**config.mk**
```make
export PLATFORM = sky130hd
export DESIGN_NAME = spi_slave_if_flat
export DESIGN_NICKNAME = d
export VERILOG_FILES = /design/src/rtl/spi_slave_if_if.sv /design/src/rtl/spi_slave_if.sv /design/src/flat_wrapper.sv
export SDC_FILE = /design/constraint.sdc
export NUM_CORES = 1
export LEC_CHECK = 0
export CELL_PAD_IN_SITES_DETAIL_PLACEMENT = 1
export CELL_PAD_IN_SITES_GLOBAL_PLACEMENT = 2
export CORE_UTILIZATION = 33
export DETAILED_ROUTE_END_ITERATION = 16
export PLACE_DENSITY_LB_ADDON = 0.1
export SETUP_SLACK_MARGIN = 0.15
export SYNTH_ARGS = -nofsm -noshare
export SYNTH_HDL_FRONTEND = slang
export SYNTH_SLANG_ARGS = --single-unit
```
**constraint.sdc**
```tcl
create_clock -name clk -period 1.59 [get_ports clk]
set_input_delay 0.2385 -clock clk [delete_from_list [all_inputs] [get_ports clk]]
set_output_delay 0.2385 -clock clk [all_outputs]
set_load 0.02 [all_outputs]
```
**src/rtl/spi_slave_if_if.sv**
```systemverilog
// Bundle of SPI pins and the RAM-side word/read-data handshake for spi_slave_if.
// The slave modport is the serial front end; the master modport is the pin/RAM driver.
interface spi_slave_if_if #(
  parameter int WORD_W = 10,
  parameter int DATA_W = 8
);
  logic              SS_n;
  logic              MOSI;
  logic              MISO;
  logic [WORD_W-1:0] rx_data;
  logic              rx_valid;
  logic [DATA_W-1:0] tx_data;
  logic              tx_valid;

  modport slave (
    input  SS_n, MOSI, tx_data, tx_valid,
    output MISO, rx_data, rx_valid
  );

  modport master (
    output SS_n, MOSI, tx_data, tx_valid,
    input  MISO, rx_data, rx_valid
  );
endinterface

```
**src/rtl/spi_slave_if.sv**
```systemverilog
// SPI slave serial front end: deserialises command/data words for the RAM and
// shifts one RAM read byte back out on MISO per read-data frame.
module spi_slave_if #(
  parameter int WORD_W = 10,
  parameter int DATA_W = 8
) (
  input  logic         clk,
  input  logic         rst,
  spi_slave_if_if.slave bus
);

  typedef enum logic [2:0] {
    IDLE      = 3'd0,
    CHK_CMD   = 3'd1,
    WRITE     = 3'd2,
    READ_ADD  = 3'd3,
    READ_DATA = 3'd4
  } state_t;

  localparam logic [3:0] RX_LAST = 4'(WORD_W - 1);
  localparam logic [2:0] TX_LAST = 3'(DATA_W - 1);

  state_t              state_r;
  logic [3:0]          rx_cnt_r;
  logic [WORD_W-2:0]   rx_sr_r;
  logic                rx_done_r;
  logic [WORD_W-1:0]   rx_data_r;
  logic                rx_valid_r;
  logic                miso_r;
  logic                rd_addr_seen_r;
  logic [DATA_W-2:0]   tx_sr_r;
  logic [2:0]          tx_cnt_r;
  logic                tx_active_r;
  logic                tx_done_r;

  // Frame sequencer: command decode, word receive and one-shot byte transmit.
  always_ff @(posedge clk or posedge rst) begin
    if (rst) begin
      state_r        <= IDLE;
      rx_cnt_r       <= 4'd0;
      rx_sr_r        <= '0;
      rx_done_r      <= 1'b0;
      rx_data_r      <= '0;
      rx_valid_r     <= 1'b0;
      miso_r         <= 1'b0;
      rd_addr_seen_r <= 1'b0;
      tx_sr_r        <= '0;
      tx_cnt_r       <= 3'd0;
      tx_active_r    <= 1'b0;
      tx_done_r      <= 1'b0;
    end else begin
      rx_valid_r <= 1'b0;
      // Deselect aborts any frame; rd_addr_seen survives so a read can be retried.
      if (state_r != IDLE && bus.SS_n) begin
        state_r     <= IDLE;
        rx_cnt_r    <= 4'd0;
        miso_r      <= 1'b0;
        rx_done_r   <= 1'b0;
        tx_active_r <= 1'b0;
        tx_done_r   <= 1'b0;
        tx_cnt_r    <= 3'd0;
      end else begin
        case (state_r)
          IDLE: begin
            if (!bus.SS_n) state_r <= CHK_CMD;
            else           state_r <= IDLE;
          end
          CHK_CMD: begin
            rx_cnt_r    <= 4'd0;
            rx_done_r   <= 1'b0;
            tx_active_r <= 1'b0;
            tx_done_r   <= 1'b0;
            if (!bus.MOSI)          state_r <= WRITE;
            else if (rd_addr_seen_r) state_r <= READ_DATA;
            else                     state_r <= READ_ADD;
          end
          WRITE, READ_ADD, READ_DATA: begin
            if (!rx_done_r) begin
              if (rx_cnt_r == RX_LAST) begin
                rx_data_r  <= {rx_sr_r, bus.MOSI};
                rx_valid_r <= 1'b1;
                rx_done_r  <= 1'b1;
                if (state_r == READ_ADD) rd_addr_seen_r <= 1'b1;
              end else begin
                rx_sr_r  <= {rx_sr_r[WORD_W-3:0], bus.MOSI};
                rx_cnt_r <= rx_cnt_r + 4'd1;
              end
            end else if (state_r == READ_DATA) begin
              if (tx_active_r) begin
                if (tx_cnt_r == TX_LAST) begin
                  miso_r         <= 1'b0;
                  tx_active_r    <= 1'b0;
                  tx_done_r      <= 1'b1;
                  rd_addr_seen_r <= 1'b0;
                end else begin
                  miso_r   <= tx_sr_r[DATA_W-2];
                  tx_sr_r  <= {tx_sr_r[DATA_W-3:0], 1'b0};
                  tx_cnt_r <= tx_cnt_r + 3'd1;
                end
              end else if (!tx_done_r && bus.tx_valid) begin
                // MSB leaves on the capture edge; the rest follow from the shift register.
                miso_r      <= bus.tx_data[DATA_W-1];
                tx_sr_r     <= bus.tx_data[DATA_W-2:0];
                tx_cnt_r    <= 3'd0;
                tx_active_r <= 1'b1;
              end else begin
                miso_r <= 1'b0;
              end
            end else begin
              miso_r <= 1'b0;
            end
          end
          default: state_r <= IDLE;
        endcase
      end
    end
  end

  assign bus.MISO     = miso_r;
  assign bus.rx_data  = rx_data_r;
  assign bus.rx_valid = rx_valid_r;

endmodule

```
**src/flat_wrapper.sv**
```systemverilog
// flat-port wrapper written by rule: the top's interface ports become plain ports
module spi_slave_if_flat 
#(
  parameter int WORD_W = 10,
  parameter int DATA_W = 8
)
  (clk, rst, bus_SS_n, bus_MOSI, bus_tx_data, bus_tx_valid, bus_MISO, bus_rx_data, bus_rx_valid);
  spi_slave_if_if #(.WORD_W(WORD_W), .DATA_W(DATA_W)) bus_i ();
  input  logic clk;
  input  logic rst;
  input wire logic [$bits(bus_i.SS_n)-1:0] bus_SS_n;
  input wire logic [$bits(bus_i.MOSI)-1:0] bus_MOSI;
  input wire logic [$bits(bus_i.tx_data)-1:0] bus_tx_data;
  input wire logic [$bits(bus_i.tx_valid)-1:0] bus_tx_valid;
  output wire logic [$bits(bus_i.MISO)-1:0] bus_MISO;
  output wire logic [$bits(bus_i.rx_data)-1:0] bus_rx_data;
  output wire logic [$bits(bus_i.rx_valid)-1:0] bus_rx_valid;
  assign bus_i.SS_n = bus_SS_n;
  assign bus_i.MOSI = bus_MOSI;
  assign bus_i.tx_data = bus_tx_data;
  assign bus_i.tx_valid = bus_tx_valid;
  assign bus_MISO = bus_i.MISO;
  assign bus_rx_data = bus_i.rx_data;
  assign bus_rx_valid = bus_i.rx_valid;
  spi_slave_if #(.WORD_W(WORD_W), .DATA_W(DATA_W)) u_core (.clk(clk), .rst(rst), .bus(bus_i));
endmodule
```
==> qor.yml <==
status: "finished, violations left"
violations: "setup timing"
p_sw_frac: 0.296
path_buf_inv: 3
vias: 1679
gp_congestion: 0.768
crit_path_end_kind: "flop"
start_util: 0.352
post-route-drc-count: 0
p_comb_frac: 0.267
coreArea_um2: 5680
die_w_um: 79.8
regArea_um2: 1050
max_stage_delay_ns: 0.40
syn_area_um2: 2000
pin_count: 25
p_sw_uw: 798
vias_per_cell: 5.30
diodes: 0
power.density_nw_per_um2: 885
syn_inst: 174
p_leak_uw: 0.00139
crit_family: "simple AND/OR/NAND/NOR gates"
h-tree-depth: 2
fin_nets: 262
port_buffers: 24
tightest_slew_ns: 0.356
intPower_uw: 1900
critical_path_class: "flop to flop"
synth-edff-count: 0
routed_wl_um: 5730
postCtsHoldBufs: 0
maxCapViolations: 0
grt_util_all_layers: 0.200
clockRootBuffer: "clkbuf_8"
drv_slew: 0
crit_top_cell: "buf_6"
dp_hpwl_um: 3880
worstPathArrival_ns: 1.96
drive_above_1_share: 0.461
crit_path_start_kind: "flop"
fin_crit_ns: 1.78
mostFrequentLayoutCells: "dfrtp_1 (42), buf_4 (34), mux2_2 (15)"
worstPathMaxFanout: 7
grt_pass1_wl_um: 9620
yosysWarnings: 0
grt_max_degree: 43
finalPower_uw: 2700
synthArstFlopShare: 1.00
synth.distinct_cells: 45
grt_overflow: 0
ys_seq_area_frac: 0.526
fin_skew_ns: 0.00862
final_antenna_net_count: 0
cts_sinks: 42
syn_nets: 192
setup_violations: 26
syn_area_per_cell_um2: 11.5
timing.final.crit_share: 1.12
grt_pass1_vias: 1920
crit_slowest_cell: "dfrtp_1"
drtPass1Iterations: 4
antenna_found_initial: 0
rsz0062_at_grt: "true"
setup_ws_ns: -0.190
worstHoldPathType: "input port to async pin"
synth_ff_type: "dfrtp_1"
finalHoldViolations: 0
fill_cells: 603
multi_input_area_um2: 1120
peakVddDrop_uv: 686
synth-seq-cells: 42
dr.first_iter.drc_count: 102
rows: 27
max_freq_mhz: 562
slew_headroom: 0.761
clockBufferDepth: 2
wl_per_cell_um: 18.1
seq_power_share: 0.481
clock_latency_ns: 0.30
path_cells: "or3b_4 > buf_4 > buf_6 > a21oi_2 > buf_6 > nand2_8 > mux2_2"
fp.dieH_um: 79.8
cts_tree: "yes"
area_growth_pct: 52.6
worst_hold_slack_ns: 0.317
clock_power_share: 0.252
dieArea_um2: 6370
clkSlewWorstSetupHoldPaths_ns: 0.08
crit_required_ns: 1.77
cts-buffers-inserted: 5
final_common_cell: "dfrtp_1"
area by class of cell:
| type | count | area share |
|---|---|---|
| Multi-Input combinational cell | 116 | 0.368 |
| Timing Repair Buffer | 71 | 0.217 |
| Clock inverter | 2 | 0.00452 |
| Sequential cell | 42 | 0.345 |
| Tap cell | 72 | 0.0296 |
| Clock buffer | 6 | 0.0238 |
| Inverter | 8 | 0.0123 |
worst register-to-register path, delay by kind of cell, from the launching register on:
family | cells | cell delay, ns
AO/OA/AOI/OAI | 1 | 0.12
multiplexers | 1 | 0.29
AND/OR/NAND/NOR | 2 | 0.47
buffers and inverters | 3 | 0.39
flip-flops | 1 | 0.40
timing repair:
item | 4_1_cts | 5_1_grt
gates cloned | 2 | 0
setup buffers | 11 | 2
endpoints found under the setup margin | 48 | 40
pin swaps | 10 | 22
resized for setup | 68 | 18
logic make-up (layout without fill, tap and decap cells):
| family | count (synthesis) | in the layout | share of synthesized area |
|---|---|---|---|
| multiplexers | 26 | 26 | 0.143 |
| AO/OA/AOI/OAI | 42 | 42 | 0.145 |
| flip-flops | 42 | 42 | 0.526 |
| AND/OR/NAND/NOR | 43 | 43 | 0.121 |
| buffers and inverters | 16 | 87 | 0.0338 |
| adder cells (fa/ha/maj) | 5 | 5 | 0.0313 |
path summary, 6_finish.rpt:
path / start / endpoint / slack, ns / cells past startpoint
max reg2reg: u_core.state_r[0]$_DFFE_PP0P_ / u_core.rx_sr_r[2]$_DFFE_PP0P_ / -0.19 / 7
min: rst / u_core.rx_sr_r[2]$_DFFE_PP0P_ / 0.32 / 3
max in group asynchronous: rst / u_core.tx_done_r$_DFFE_PP0P_ / 1.07 / 3
min in group clk: u_core.tx_sr_r[0]$_DFFE_PP0P_ / u_core.tx_sr_r[0]$_DFFE_PP0P_ / 0.50 / 2
min reg2reg: u_core.tx_sr_r[0]$_DFFE_PP0P_ / u_core.tx_sr_r[0]$_DFFE_PP0P_ / 0.50 / 2
max: u_core.state_r[0]$_DFFE_PP0P_ / u_core.rx_sr_r[2]$_DFFE_PP0P_ / -0.19 / 7
metrics by stage:
stage	setup WS [ns]	instance area [um2]	utilization	instances	TNS, ns
detailed placement	-0.295	2570	0.453	294	-6.01
floorplan	-0.172	2040	-	174	-1.78
CTS	-0.183	2960	0.521	315	-3.12
global placement	-0.233	2570	0.453	294	-4.65
global route	-0.258	3050	0.537	317	-5.46
finish	-0.190	3050	0.537	317	-3.63
cell usage after synthesis (3+ instances only):
cell type / instances / area share
mux2i_1: 6 / 0.030
mux2_2: 19 / 0.11
nand2_1: 11 / 0.021
nor2_1: 7 / 0.013
ha_1: 5 / 0.031
a21oi_1: 3 / 0.0075
nor3_1: 4 / 0.010
inv_1: 8 / 0.015
o2111ai_1: 3 / 0.013
o21ai_0: 10 / 0.025
o211ai_1: 3 / 0.011
dfrtp_1: 42 / 0.53
clkbuf_1: 6 / 0.011
a31oi_1: 6 / 0.019
a21o_1: 3 / 0.011
registers in the layout (all words and copies together), names as in the netlist:
register and cells:
u_core.rx_sr_r 9, u_core.rd_addr_seen_r 1, u_core.rx_cnt_r 4, u_core.bus.rx_data 10, u_core.tx_cnt_r 3, u_core.rx_done_r 1, u_core.tx_sr_r 7, u_core.tx_done_r 1
u_core.bus.rx_valid 1, u_core.state_r 3, u_core.bus.MISO 1, u_core.tx_active_r 1
layer usage:
layer | GRT usage | wire (um) | up-vias
met5 | 0 | 0 | -
met4 | 0.0464 | 55 | 0
met3 | 0.0423 | 139 | 7
met2 | 0.358 | 3120 | 22
met1 | 0.243 | 2420 | 866
li1 | - | - | 784
power by group through the flow:
stage | clock (uW) | sequential (uW) | combinational (uW)
6_report | 679 | 1300 | 721
5_1_grt | 751 | 1320 | 775
4_1_cts | 709 | 1300 | 689
3_5_place_dp | 0 | 1320 | 544
3_3_place_gp | 0 | 1300 | 509
2_1_floorplan | 0 | 1300 | 276
Power figures use the tool's default switching activity.
